[config.mk]
export PLATFORM = sky130hd
export DESIGN_NAME = mainfsm
export DESIGN_NICKNAME = d
export VERILOG_FILES = /design/src/rtl/mainfsm.sv
export SDC_FILE = /design/constraint.sdc
export NUM_CORES = 1
export LEC_CHECK = 0
export BUFFER_PORTS_ARGS = -buffer_cell sky130_fd_sc_hd__buf_4
export CORE_AREA = 4 4 41 43
export CTS_CLUSTER_SIZE = 14
export DETAILED_ROUTE_END_ITERATION = 6
export DIE_AREA = 0 0 45 47
export GPL_TIMING_DRIVEN = 0
export RECOVER_POWER = 25
export SLEW_MARGIN = 0
export SYNTH_ARGS = -nofsm -noshare
export SYNTH_HDL_FRONTEND = slang
export SYNTH_SLANG_ARGS = --single-unit
[constraint.sdc]
create_clock -name clk -period 1.5 [get_ports clk]
set_clock_uncertainty 0.05 [all_clocks]
set_input_delay 0.225 -clock clk [delete_from_list [all_inputs] [get_ports clk]]
set_output_delay 0.225 -clock clk [all_outputs]
set_load 0.01 [all_outputs]
[src/rtl/mainfsm.sv]
// Multicycle sequencing controller: Moore FSM stepping each instruction through fetch/decode/execute/memory/writeback.
// Outputs are combinational from state; MemReady stalls FETCH, MEMRD and MEMWR and gates IRWrite/NextPC in FETCH.
module mainfsm (
  input  logic       clk,
  input  logic       reset,
  input  logic [1:0] Op,
  input  logic [5:0] Funct,
  input  logic       MemReady,
  output logic       IRWrite,
  output logic       AdrSrc,
  output logic       ALUSrcA,
  output logic [1:0] ALUSrcB,
  output logic [1:0] ResultSrc,
  output logic       ALUOp,
  output logic       NextPC,
  output logic       RegW,
  output logic       MemW,
  output logic       Branch,
  output logic       Illegal
);

  localparam logic [3:0] FETCH    = 4'd0;
  localparam logic [3:0] DECODE   = 4'd1;
  localparam logic [3:0] MEMADR   = 4'd2;
  localparam logic [3:0] MEMRD    = 4'd3;
  localparam logic [3:0] MEMWB    = 4'd4;
  localparam logic [3:0] MEMWR    = 4'd5;
  localparam logic [3:0] EXECUTER = 4'd6;
  localparam logic [3:0] EXECUTEI = 4'd7;
  localparam logic [3:0] ALUWB    = 4'd8;
  localparam logic [3:0] BRANCH   = 4'd9;
  localparam logic [3:0] UNKNOWN  = 4'd10;

  logic [3:0] state;
  logic [3:0] state_nxt;

  // Only the I and L/S flags steer sequencing; the rest of Funct belongs to decode.
  logic unused_funct;
  assign unused_funct = ^Funct[4:1];

  always_ff @(posedge clk or negedge reset) begin
    if (!reset) state <= FETCH;
    else        state <= state_nxt;
  end

  always_comb begin
    state_nxt = FETCH;
    case (state)
      FETCH:    state_nxt = MemReady ? DECODE : FETCH;
      DECODE: begin
        case (Op)
          2'b00:   state_nxt = Funct[5] ? EXECUTEI : EXECUTER;
          2'b01:   state_nxt = MEMADR;
          2'b10:   state_nxt = BRANCH;
          default: state_nxt = UNKNOWN;
        endcase
      end
      MEMADR:   state_nxt = Funct[0] ? MEMRD : MEMWR;
      MEMRD:    state_nxt = MemReady ? MEMWB : MEMRD;
      MEMWR:    state_nxt = MemReady ? FETCH : MEMWR;
      EXECUTER: state_nxt = ALUWB;
      EXECUTEI: state_nxt = ALUWB;
      default:  state_nxt = FETCH;
    endcase
  end

  always_comb begin
    IRWrite   = 1'b0;
    AdrSrc    = 1'b0;
    ALUSrcA   = 1'b0;
    ALUSrcB   = 2'b00;
    ResultSrc = 2'b00;
    ALUOp     = 1'b0;
    NextPC    = 1'b0;
    RegW      = 1'b0;
    MemW      = 1'b0;
    Branch    = 1'b0;
    Illegal   = 1'b0;
    case (state)
      FETCH: begin
        ALUSrcA   = 1'b1;
        ALUSrcB   = 2'b10;
        ResultSrc = 2'b10;
        IRWrite   = MemReady;
        NextPC    = MemReady;
      end
      DECODE: begin
        ALUSrcA   = 1'b1;
        ALUSrcB   = 2'b10;
        ResultSrc = 2'b10;
      end
      MEMADR:   ALUSrcB = 2'b01;
      MEMRD:    AdrSrc  = 1'b1;
      MEMWB: begin
        ResultSrc = 2'b01;
        RegW      = 1'b1;
      end
      MEMWR: begin
        AdrSrc = 1'b1;
        MemW   = 1'b1;
      end
      EXECUTER: ALUOp = 1'b1;
      EXECUTEI: begin
        ALUSrcB = 2'b01;
        ALUOp   = 1'b1;
      end
      ALUWB:    RegW = 1'b1;
      BRANCH: begin
        ALUSrcB   = 2'b01;
        ResultSrc = 2'b10;
        Branch    = 1'b1;
      end
      UNKNOWN:  Illegal = 1'b1;
      default:  Illegal = 1'b0;
    endcase
  end

endmodule
Word-level counts from Yosys, hierarchy flattened
Cells that the tools add are included.

Add/subtract/negate cells: 0. Multipliers: 0. Div/mod/pow operators: 0. $lt $le $gt $ge: 0. Equality and inequality tests: 12. Shift operators: 0. Multiplexer cells: 17. Bitwise logic cells: 0. Reductions and logical operators: 8.

Operators by type and width (count): $pmux 4 s6 (1); $eq 4x3->1 const B (4); $eq 4x4->1 const B (3); $pmux 4 s3 (1); $mux 1 (10); $mux 3 (3); $eq 4x2->1 const B (2); $pmux 2 s2 (2); $reduce_or 2->1 (4); $reduce_or 3->1 (2); $eq 4x1->1 const B (1); $logic_not 4->1 (1); $eq 2x1->1 const B (1); $eq 2x2->1 const B (1); $logic_not 2->1 (1).

Register bits after elaboration: 4. Latch bits: 0. Memory bits (writable): 0. Memory bits (read-only): 0. Output and inout port bits: 13. Memories kept: 0.

Longest topological paths before layout
Word-level depth: 3. Mapped depth: 4.

Worst setup path after synthesis
Ideal clock, no wire load.

Path kind: reg2out. Start point: reg state[3]. End point: out NextPC. Data arrival time: 1.516 ns. Setup slack: -0.291 ns. Cell stages (with the launch flop): 5. Cells stage by stage: dfrtp_1 -> buf_6 -> or2_4 -> nor4b_1 -> buf_4.

Cells in the longest elaborated chain, start to end: 2.

RTL lines: start: declaration (line 34) `logic [3:0] state;`; start signal: assignment (line 43) `else state <= state_nxt;`; $logic_not 4->1; $mux 1; end: declaration (line 15) `output logic NextPC,`.

Every way passes these cells.

Worst setup path in the final report
Start point: reg state[1]. End point: out NextPC.

Cells in the longest elaborated chain, start to end: 2.

RTL lines: $logic_not 4->1 (line 79) `case (state)`; $mux 1 (line 79).

Every way passes these cells.

==> results_dict.tcl <==
set metrics [dict create \
    outcome "finished, violations left" \
    violations "setup timing" \
    hold_path_startpoint "Op[1]" \
    postSynthNetCount 61 \
    insertedDiodeCount 0 \
    crit_path_end_kind "primary output" \
    r2r_setup_slack_ns -0.01 \
    syn2layout_area_growth_pct 119 \
    tcrit_tclk_final_pct 109 \
    post-dp-hpwl_um 791 \
    grt_setup_unrepaired "yes" \
    worst_reg2reg_path_length_in_cells 5 \
    place.port_buffers 19 \
    rr_startpoint "state[1]$_DFF_PN0_" \
    critical_path_arrival_ns 1.36 \
    clock_latency_ns 0.23 \
    synth_async_sr_flop_share_pct 100 \
    postSynth.topFlopCell "sky130_fd_sc_hd__dfrtp_1" \
    yosys-top-cells-area "sky130_fd_sc_hd__dfrtp_1 26%, sky130_fd_sc_hd__nor2_1 7.0%, sky130_fd_sc_hd__nand2b_1 6.6%" \
    floorplan.initialDensity_pct 29.0 \
    leakagePower_nw 0.384 \
    final_critical_path_setup_slack_ns -0.136 \
    count_of_fill_cells_added_during_filler_insertion 110 \
    timing.critical_path.from_type "flop" \
    grt_pass1_vias 483 \
    most_flop_heavy_register "state" \
    die_w_um 45 \
    type_of_the_setup_path_with_the_least_slack "flop to primary output" \
    clock_tree.root_cell "sky130_fd_sc_hd__clkbuf_4" \
    max_freq_mhz 611 \
    yosysWarnings 0 \
    cts-root-to-sink-buffers 2 \
    groute.usage.overall_pct 12.8 \
    synth-edff-count 0 \
    grt_pass1_wl_mm 1.97 \
    share_of_post_route_cells_with_drive_strength_above_1_pct 67.8 \
    remaining_drc_errors 0 \
    hold_depth 2 \
    core_area_um2 1300 \
    largest_register_ffs 4 \
    die_area_um2 2120 \
    netlist-cell-type-count 26 \
    synth_cells 50 \
    worst-path-max-fanout 8 \
    cp_bufs_invs 4 \
    remaining_overflow_grt 0 \
    synth.top_cell.area_share_pct 26.5 \
    cp_slowest_cell "sky130_fd_sc_hd__dfrtp_1" \
    hold-path-endpoint "state[2]$_DFF_PN0_" \
    grt_start_max_net_pins 11 \
    largestRegisters "state x4" \
    viasPerCell 4.94 \
    endpoint_of_the_worst_slack_reg_to_reg_timing_path "state[0]$_DFF_PN0_" \
    number_of_placement_rows 13 \
    netlist_area_um2 378 \
    hold_viol_final 0 \
    yosys_register_bits 4 \
    drt_first_iter_violations 6 \
    route.final.wire_length_mm 1.37 \
    ys_top_cells_by_count "7 x sky130_fd_sc_hd__nor2_1, 4 x sky130_fd_sc_hd__dfrtp_1, 4 x sky130_fd_sc_hd__nand2b_1" \
    ys_seq_area_share_pct 26.5 \
    gate_family_responsible_for_the_most_delay_along_the_worst_path "buffers and inverters" \
    ioPinCount 24 \
    library_cell_occupying_the_most_area_in_the_post_synthesis_netlist "sky130_fd_sc_hd__dfrtp_1" \
    layout.area.seq_um2 101 \
    detail_route.first_pass.iterations 4 \
    clk_transition_reported_paths_ns 0.03 \
    avgSynthCellArea_um2 7.56 \
    dieHeight_um 47 \
    peakVddDrop_v 0.00149 \
    tritoncts "built" \
    critical_path_data_required_time_ns 1.22 \
    antenna_left 0 \
    end_of_flow_core_utilization_pct 63.7 \
    cp_cell_sequence "buf_6 > buf_8 > nor4b_4 > buf_4 > buf_6" \
    cts_inserted_buffers 3 \
    final.hold.worst_slack_ns 0.176 \
    antenna_found_initial 0 \
    fin_nets 100 \
    max_cap_viols 0 \
    globalplace.congestion 0.764 \
    tightestPinTransition_ns 0.357 \
    critPathMostFrequentCell "sky130_fd_sc_hd__buf_6" \
    htreeDepth 1 \
    power.density_cell_area_nw_per_um2 2220 \
    hold_path.class "input port to flop" \
    maxSlewHeadroom_pct 75.9 \
    final_setup_violations 10 \
    cts_sinks 4 \
    vias 504 \
    multi_input_area_um2 317 \
    cell_with_the_most_instances_after_synthesis "sky130_fd_sc_hd__nor2_1" \
    final_slew_viol_count 0 \
    post_layout_minimum_cycle_time_ns 1.64 \
    critPathMaxStageDelay_ns 0.36 \
    routed_wire_length_per_instance_um 13.4 \
]
==> where the power goes <==
group	total, mW	switching, mW	internal, mW
registers	0.186	0.0282	0.158
clock network	0.130	0.0407	0.0892
logic	1.52	0.678	0.847
==> placed cells by master (no fill, tap or decap), drive strengths merged <==
cell,netlist,layout
a21oi,2,2
nor4b,1,1
nand2,3,3
inv,3,3
o311ai,1,1
nor2,7,7
nand3b,1,1
nor3b,2,2
nand2b,4,4
or3,2,2
dlygate4sd3,0,1
nor4bb,1,1
nor2b,1,1
dfrtp,4,4
xor2,1,1
a211oi,2,2
o32ai,1,1
buf,5,37
o22ai,2,2
clkbuf,1,5
nor3,2,2
a41oi,1,1
xnor2,1,1
and3,1,1
or2,1,1
==> per-stage QoR <==
step           area [um^2]  TNS (ns)  instances  setup slack [ns]  total power [mW]
2_1_floorplan          393         0         50            0.0233             0.783
3_3_place_gp           554   -0.0588         84           -0.0572              1.12
3_5_place_dp           554   -0.0820         84           -0.0715              1.13
4_1_cts                726     -1.18         95            -0.238              1.58
5_1_grt                828     -1.32        102            -0.199              1.97
6_report               828    -0.669        102            -0.136              1.84
==> logic make-up (layout without fill, tap and decap cells) <==
group | Yosys count | in the layout | synth area share [%]
AOI/OAI and AO/OA | 9 | 9 | 16.9
xor gates and xnor gates | 2 | 2 | 4.64
buffers and inverters | 9 | 46 | 12.9
DFF | 4 | 4 | 26.5
and+or+nand+nor | 26 | 26 | 39.1
==> per-layer routing <==
metal	global-route usage [%]	vias up	share of wire, %
met4	6.43	0	1.8
met1	14.9	231	41
li1	-	250	-
met3	5.36	4	6.0
met5	0	-	0
met2	20.3	19	52
==> final cells by class <==
class                           count  share of cell area [%]
Timing Repair Buffer               35                    36.4
Tap cell                           15                    2.27
Inverter                            3                    1.36
Sequential cell                     4                    12.2
Buffer                              5                    6.80
Multi-Input combinational cell     37                    38.2
Clock buffer                        3                    2.72
==> repair_timing <==
item	4_1_cts	5_1_grt
endpoints found under the hold margin	4	0
endpoints found under the setup margin	11	15
cloned	0	1
resized for setup	22	15
hold buffers	1	0
setup buffers	8	8
pin swaps	5	5
==> worst max path at each step <==
stage          depth (start not counted)                from         end
2_1_floorplan                          4  state[3]$_DFF_PN0_      NextPC
3_3_place_gp                           4  state[0]$_DFF_PN0_  ALUSrcB[0]
3_5_place_dp                           4  state[0]$_DFF_PN0_  ALUSrcB[0]
4_1_cts                                5  state[3]$_DFF_PN0_      NextPC
5_1_grt                                5  state[1]$_DFF_PN0_      NextPC
6_report                               5  state[1]$_DFF_PN0_      NextPC
No activity file was read; power rests on OpenSTA's default activity.
